**src/rtl/demosine_pkg.sv**
```systemverilog
// ---------------------------------------------------------------------------
// demosine_pkg : shared VGA timing defaults and sine-layer cell geometry
// Revision 1.0 : initial release
// ---------------------------------------------------------------------------
`default_nettype none

package demosine_pkg;

  // 640x480@60 timing, pixel clock 25.175 MHz
  localparam int VGA_H_ACTIVE = 640;
  localparam int VGA_H_FP     = 16;
  localparam int VGA_H_SYNC   = 96;
  localparam int VGA_H_BP     = 48;
  localparam int VGA_V_ACTIVE = 480;
  localparam int VGA_V_FP     = 10;
  localparam int VGA_V_SYNC   = 2;
  localparam int VGA_V_BP     = 33;

  localparam int CELL_BITS_X = 6;
  localparam int CELL_BITS_Y = 5;
  localparam int SINE_ROWS   = 22;

  localparam logic [CELL_BITS_Y-1:0] Y_BLANK = 5'd31;

endpackage

`default_nettype wire

```
**src/rtl/vga_raster_cnt.sv**
```systemverilog
// ---------------------------------------------------------------------------
// vga_raster_cnt : free-running h/v raster counters with a frame-end strobe
// Revision 1.0 : initial release
// ---------------------------------------------------------------------------
`default_nettype none

module vga_raster_cnt
  import demosine_pkg::*;
#(
  parameter int H_TOTAL = VGA_H_ACTIVE + VGA_H_FP + VGA_H_SYNC + VGA_H_BP,
  parameter int V_TOTAL = VGA_V_ACTIVE + VGA_V_FP + VGA_V_SYNC + VGA_V_BP,
  parameter int HW      = $clog2(H_TOTAL),
  parameter int VW      = $clog2(V_TOTAL)
) (
  input  logic          clk,
  input  logic          rst,
  output logic [HW-1:0] h_cnt,
  output logic [VW-1:0] v_cnt,
  output logic          frame_end
);

  logic [HW-1:0] h_cnt_q, h_cnt_d;
  logic [VW-1:0] v_cnt_q, v_cnt_d;
  logic          h_last, v_last;

  always_comb begin
    h_last  = (h_cnt_q == HW'(H_TOTAL - 1));
    v_last  = (v_cnt_q == VW'(V_TOTAL - 1));
    h_cnt_d = h_last ? '0 : h_cnt_q + 1'b1;
    v_cnt_d = v_cnt_q;
    if (h_last) begin
      v_cnt_d = v_last ? '0 : v_cnt_q + 1'b1;
    end
  end

  always_ff @(posedge clk or posedge rst) begin
    if (rst) begin
      h_cnt_q <= '0;
      v_cnt_q <= '0;
    end else begin
      h_cnt_q <= h_cnt_d;
      v_cnt_q <= v_cnt_d;
    end
  end

  assign h_cnt     = h_cnt_q;
  assign v_cnt     = v_cnt_q;
  assign frame_end = h_last && v_last;

endmodule

`default_nettype wire

```
**src/rtl/sine_scan_gen.sv**
```systemverilog
// ---------------------------------------------------------------------------
// sine_scan_gen : VGA scan stage mapping pixels to sine-layer cells, with
//                 optional per-frame horizontal scroll (SINE_SCAN_SCROLL_EN)
// Revision 1.0 : initial release
// ---------------------------------------------------------------------------
`default_nettype none

module sine_scan_gen
  import demosine_pkg::*;
#(
  parameter int H_ACTIVE   = VGA_H_ACTIVE,
  parameter int H_FP       = VGA_H_FP,
  parameter int H_SYNC     = VGA_H_SYNC,
  parameter int H_BP       = VGA_H_BP,
  parameter int V_ACTIVE   = VGA_V_ACTIVE,
  parameter int V_FP       = VGA_V_FP,
  parameter int V_SYNC     = VGA_V_SYNC,
  parameter int V_BP       = VGA_V_BP,
  parameter int CELL_SHIFT = 3,
  parameter int BAND_TOP   = 152,
  parameter int SCROLL_DIV = 2
) (
  input  logic                   clk,
  input  logic                   rst,
  input  logic                   pause,
  output logic [CELL_BITS_X-1:0] x,
  output logic [CELL_BITS_Y-1:0] y,
  output logic                   hsync,
  output logic                   vsync,
  output logic                   display_on,
  output logic                   frame_start
);

  localparam int H_TOTAL      = H_ACTIVE + H_FP + H_SYNC + H_BP;
  localparam int V_TOTAL      = V_ACTIVE + V_FP + V_SYNC + V_BP;
  localparam int HW           = $clog2(H_TOTAL);
  localparam int VW           = $clog2(V_TOTAL);
  localparam int H_SYNC_START = H_ACTIVE + H_FP;
  localparam int H_SYNC_END   = H_SYNC_START + H_SYNC;
  localparam int V_SYNC_START = V_ACTIVE + V_FP;
  localparam int V_SYNC_END   = V_SYNC_START + V_SYNC;
  localparam int BAND_END     = BAND_TOP + (SINE_ROWS << CELL_SHIFT);

  logic [HW-1:0]          h_cnt;
  logic [VW-1:0]          v_cnt;
  logic                   frame_end;
  logic [CELL_BITS_X-1:0] scroll;
  int                     h_i, v_i;

  vga_raster_cnt #(
    .H_TOTAL (H_TOTAL),
    .V_TOTAL (V_TOTAL),
    .HW      (HW),
    .VW      (VW)
  ) u_raster (
    .clk       (clk),
    .rst       (rst),
    .h_cnt     (h_cnt),
    .v_cnt     (v_cnt),
    .frame_end (frame_end)
  );

  assign h_i = int'(h_cnt);
  assign v_i = int'(v_cnt);

`ifdef SINE_SCAN_SCROLL_EN
  localparam int FW = (SCROLL_DIV > 1) ? $clog2(SCROLL_DIV) : 1;

  logic [FW-1:0]          fdiv_q, fdiv_d;
  logic [CELL_BITS_X-1:0] scroll_q, scroll_d;

  // Stepping on the last pixel means the new offset starts exactly at (0,0).
  always_comb begin
    fdiv_d   = fdiv_q;
    scroll_d = scroll_q;
    if (frame_end && !pause) begin
      if (fdiv_q == FW'(SCROLL_DIV - 1)) begin
        fdiv_d   = '0;
        scroll_d = scroll_q + 1'b1;
      end else begin
        fdiv_d   = fdiv_q + 1'b1;
      end
    end
  end

  always_ff @(posedge clk or posedge rst) begin
    if (rst) begin
      fdiv_q   <= '0;
      scroll_q <= '0;
    end else begin
      fdiv_q   <= fdiv_d;
      scroll_q <= scroll_d;
    end
  end

  assign scroll = scroll_q;
`else
  logic unused_scroll_inputs;
  assign unused_scroll_inputs = ^{pause, frame_end};
  assign scroll = '0;
`endif

  logic [CELL_BITS_X-1:0] x_q, x_d;
  logic [CELL_BITS_Y-1:0] y_q, y_d;
  logic                   hsync_q, hsync_d;
  logic                   vsync_q, vsync_d;
  logic                   display_on_q, display_on_d;
  logic                   frame_start_q, frame_start_d;

  always_comb begin
    display_on_d  = (h_i < H_ACTIVE) && (v_i < V_ACTIVE);
    hsync_d       = !((h_i >= H_SYNC_START) && (h_i < H_SYNC_END));
    vsync_d       = !((v_i >= V_SYNC_START) && (v_i < V_SYNC_END));
    frame_start_d = (h_i == 0) && (v_i == 0);
    x_d           = CELL_BITS_X'(h_i >> CELL_SHIFT) + scroll;
    // Y_BLANK selects the sine layer's black row, so no downstream gating.
    y_d           = Y_BLANK;
    if (display_on_d && (v_i >= BAND_TOP) && (v_i < BAND_END)) begin
      y_d = CELL_BITS_Y'((v_i - BAND_TOP) >> CELL_SHIFT);
    end
  end

  always_ff @(posedge clk or posedge rst) begin
    if (rst) begin
      x_q           <= '0;
      y_q           <= Y_BLANK;
      hsync_q       <= 1'b1;
      vsync_q       <= 1'b1;
      display_on_q  <= 1'b0;
      frame_start_q <= 1'b0;
    end else begin
      x_q           <= x_d;
      y_q           <= y_d;
      hsync_q       <= hsync_d;
      vsync_q       <= vsync_d;
      display_on_q  <= display_on_d;
      frame_start_q <= frame_start_d;
    end
  end

  assign x           = x_q;
  assign y           = y_q;
  assign hsync       = hsync_q;
  assign vsync       = vsync_q;
  assign display_on  = display_on_q;
  assign frame_start = frame_start_q;

endmodule

`default_nettype wire

```
**config.mk**
```make
export PLATFORM = sky130hd
export DESIGN_NAME = sine_scan_gen
export DESIGN_NICKNAME = d
export VERILOG_FILES = /design/src/rtl/demosine_pkg.sv /design/src/rtl/vga_raster_cnt.sv /design/src/rtl/sine_scan_gen.sv
export SDC_FILE = /design/constraint.sdc
export NUM_CORES = 1
export LEC_CHECK = 0
export BUFFER_PORTS_ARGS = -buffer_cell sky130_fd_sc_hd__buf_2
export CORE_MARGIN = 2
export CORE_UTILIZATION = 55
export CTS_CLUSTER_SIZE = 40
export DETAILED_ROUTE_END_ITERATION = 10
export HOLD_SLACK_MARGIN = 0.12
export MAX_ROUTING_LAYER = met4
export PLACE_DENSITY = 0.82
export SYNTH_ARGS = -nofsm -noshare
export SYNTH_HDL_FRONTEND = slang
export SYNTH_SLANG_ARGS = --single-unit
```
**constraint.sdc**
```tcl
create_clock -name clk -period 5 [get_ports clk]
set_clock_uncertainty 0.2 [all_clocks]
set_input_delay 1 -clock clk [delete_from_list [all_inputs] [get_ports clk]]
set_output_delay 1 -clock clk [all_outputs]
set_load 0.05 [all_outputs]
```
# Word-level counts from Yosys, hierarchy flattened
# Cells that the tools add are included.
# op_classes
n_eq_ne,2
reduce_logical,10
n_addsub,3
muxes,3
magnitude_cmp,8
# ops
op,n
$logic_not A32 Y1,2
$lt A10 B9 Y1 const B,3
$add A10 B1 Y10 const B,2
$eq A10 B10 Y1 const B,2
$lt A10 B10 Y1 const B,2
$mux W10,2
$ge A10 B10 Y1 const B,1
$ge A10 B8 Y1 const B,1
$ge A10 B9 Y1 const B,1
$sub A8 B8 Y8 const B,1
$logic_and A1 B1 Y1,6
$mux W5,1
$logic_not A1 Y1,2
# word_totals
output_inout_bits,15
register_bits,35
input_bits,3

# Depth between registers and ports, before layout
# depth
ltp_word,5
mapped_depth,6

# Hierarchy
# Synthesis repeated with hierarchy kept, for this count alone.
# hier_totals
cells_unflattened,150
hier_area_um2,1612.8
# modules_own_cells
mod,seq_area_each_um2,cells_per_inst,instances,area_each_um2
vga_raster_cnt,500.5,96,1,965.9
sine_scan_gen,384.1,54,1,646.9

# Least setup slack after synthesis
# No wires, ideal clock.
# synth_timing
path_type,register to register
start,"reg u_raster.v_cnt_q[0], in the netlist u_raster.v_cnt[0]"
end,"reg u_raster.v_cnt_q[0], in the netlist u_raster.v_cnt[0]"
setup_time_ns,0.145
path_stages_with_launch,7
synth_period_minus_slack_ns,2.091
path_buffers,0
arrival_ns,1.746
slack_ns,2.909
cell_sequence,dfrtp_1 -> inv_1 -> ha_1 -> or4b_4 -> or4_4 -> nand3_1 -> o21ai_0
# synth_via
elab_chain_len,2
word_cells_on_any_way,3
classes_between,add/sub (1); eq/ne (1); mux (1)
# synth_rtl
item,line,source
from (decl),vga_raster_cnt.sv:23,"logic [VW-1:0] v_cnt_q, v_cnt_d;"
from (signal assigned),vga_raster_cnt.sv:42,v_cnt_q <= v_cnt_d;
$add A10 B1 Y10 or $eq A10 B10 Y1 (tied branches),"vga_raster_cnt.sv:32, vga_raster_cnt.sv:28",
$mux W10 (*),vga_raster_cnt.sv:32,v_cnt_d = v_last ? '0 : v_cnt_q + 1'b1;
# Every way passes the cells marked *; elsewhere a longest branch is shown, timed or not.
# A chain may end at the register's enable or synchronous reset.

# Final worst setup path
# layout_timing
start,"reg vsync_q, in the netlist vsync"
end,out vsync
# layout_rtl
item,line,source
from (decl),sine_scan_gen.sv:106,"logic vsync_q, vsync_d;"
from (signal assigned),sine_scan_gen.sv:135,vsync_q <= vsync_d;
to (decl),sine_scan_gen.sv:29,"output logic vsync,"
# No word-level cell between the ends.

==> run metrics <==
Gate Count Post-Synth=155; initial core utilization=57.0%; RR Startpoint=u_raster.v_cnt[0]$_DFFE_PP0N_; cts repair resizes=0; share of cells above drive strength 1=24.1%; Post-route DRC=0; register area share after synthesis=51.6%; GR Util All Layers=18.6%; critical path cell sequence=buf_2; number of synthesis warnings=0; Port-buffer cells=16; Starting DRT DRC Count=54; Avg Cell Area, Syn=11.1 µm²; DR vias=1162; crit path DAT=1110 ps; Setup WS pre-CTS=2770 ps; dpl cell area=0.00175 mm²; Setup WS post-layout=2690 ps; DRT Pass-1 Iters=5; PD cells=291 mW/mm²; Post-Syn Area=0.00171 mm²; die area=0.00358 mm²; peak supply drop=0.124 mV; # rows=20; #FFs+latches synth=35; Static Leakage=0.798 nW; Critical Path RT=3800 ps; CP Max Fanout=1; antenna violations before repair=0; worst slew pin tran=751 ps; Startpoint Class=flip-flop; post-synth cell types=41; Setup CP Type=reg -> out; H-tree levels=2; FMAX=432 MHz; Placer Congestion=0.960; CTS sink cnt=35; Final Hold Fails=0; period utilisation layout=46.3%; overflow left after global routing=0; largest net degree at the start of global routing=36; DP HPWL=1950 µm; Num CTS Buffers=5; via density per instance=5.72; Final Max Slew Viols=0; die width=59.8 µm; ys async rst share=100%; setup repair bufs after CTS=0; status=completed; EDFF count, synth=0; CTS Hold Bufs=0; worst rel slew slack=49.5%; Die Ht=59.8 µm; IO Count=18; CP Capture Type=output port; antenna viol nets, final=0; final WL=2860 µm; top-area cell type share of the netlist area=40.9%; RSZ-0062 raised after global routing=false; Crit. Startpoint=vsync$_DFF_PP1_; final net count=178; Ant. Diodes=0; hold path start=u_raster.h_cnt[6]$_DFF_PP0_; Crit path buffers/inverters=1; P&R area growth vs syn=8.55%; Clk pin slew, worst setup/hold paths=110 ps; clock latency on the worst-skew pair=340 ps; ranking of synthesized cells by area=dfrtp_1 41%, dfstp_2 11%, xnor2_1 4.6%; Main synth FF type=dfrtp_1; DR WL/cell=14.1 µm; max-cap viol count=0; first-pass GRT wire length=4690 µm; TritonCTS clock tree=built; Setup Viol. Count Final=0; # fillers=230; post-layout min period=2310 ps; Crit path largest cell delay=530 ps; Synthesized Nets=164; TNS Setup=0 ps; number of global-route vias before repair=1039; Crit-path slowest cell=dfstp_2; core footprint=0.00300 mm²; most common cell after layout, fill and taps aside=dfrtp_1; HP Class=reg -> reg; commonest non-fill, non-tap cells in the layout=28 x dfrtp_1, 16 x buf_2, 13 x nand3_1; CP top delay family=flip-flops; Max Root-Sink Buffers=2; Synth area leader=dfrtp_1; clock root buffer=clkbuf_4; fin area=0.00186 mm²
[stage by stage]
stage	hold slack, ps	power, mW	util (%)	instances
floorplan	149	0.293	-	155
global placement	265	0.295	58.4	195
detailed placement	269	0.295	58.4	195
CTS	294	0.545	61.9	203
global route	321	0.557	61.9	203
finish	298	0.541	61.9	203
[layer usage]
layer	vias to the layer above	track usage (%)	part of all wire [%]
met5	-	-	0
met4	0	6.67	1.5
met3	5	7.14	5.5
met2	33	28.1	48
met1	558	22.5	45
li1	566	-	-
[synth_stat cells, drive strengths merged (2+ instances only)]
cell    count
or3         2
nand2      12
nor4        4
nand3      13
nand3b      2
clkbuf      6
xor2        5
xnor2       9
nand4       2
and4        3
inv         8
nor3        6
a21oi       3
nor4b       2
nand4b      2
or4         4
and3        4
dfstp       7
o21ai       6
nor2        8
buf         3
dfrtp      28
ha          6
[registers in the layout, indices dropped and copies added, names as in the netlist]
name	count
hsync	1
frame_start	1
display_on	1
vsync	1
u_raster.h_cnt	10
u_raster.v_cnt	10
x	6
y	5
[layout make-up]
type | instances | area, µm² | share of cell area, %
sequential | 35 | 885 | 47.6
multi-input combinational | 102 | 711 | 38.2
timing repair buffer | 17 | 87.6 | 4.71
clock inverter | 3 | 67.6 | 3.63
tap | 33 | 41.3 | 2.22
clock buffer | 5 | 37.5 | 2.02
inverter | 8 | 30.0 | 1.62
[worst paths after layout]
check                                           endpoint  cells after the start  slack [ps]
hold / removal                            x[3]$_DFF_PP0_                      0         300
min in group asynchronous          frame_start$_DFF_PP0_                      3         520
max in group asynchronous                 y[3]$_DFF_PP1_                      3        3740
setup / recovery                                   vsync                      1        2690
setup reg to reg           u_raster.v_cnt[3]$_DFFE_PP0N_                      6        2750
hold reg to reg                           x[3]$_DFF_PP0_                      0         300
[report_power, final]
group | total [mW] | switching (mW) | internal [mW]
Sequential | 0.283 | 0 | 0.283
Clock | 0.251 | 0.0960 | 0.155
Combinational | 0.00598 | 0.00513 | 0.000852
Total | 0.541 | 0.101 | 0.439
[logic make-up (layout without fill, tap and decap cells)]
kind of cell / after synthesis / in the layout / share of synthesized area (%)
DFF: 35 / 35 / 51.6
adders and majority gates: 6 / 6 / 4.38
AOI/OAI and AO/OA: 15 / 15 / 5.92
and+or+nand+nor: 67 / 67 / 24.0
buffers and inverters: 18 / 33 / 6.87
xor gates and xnor gates: 14 / 14 / 7.16
Power figures use the tool's default switching activity.
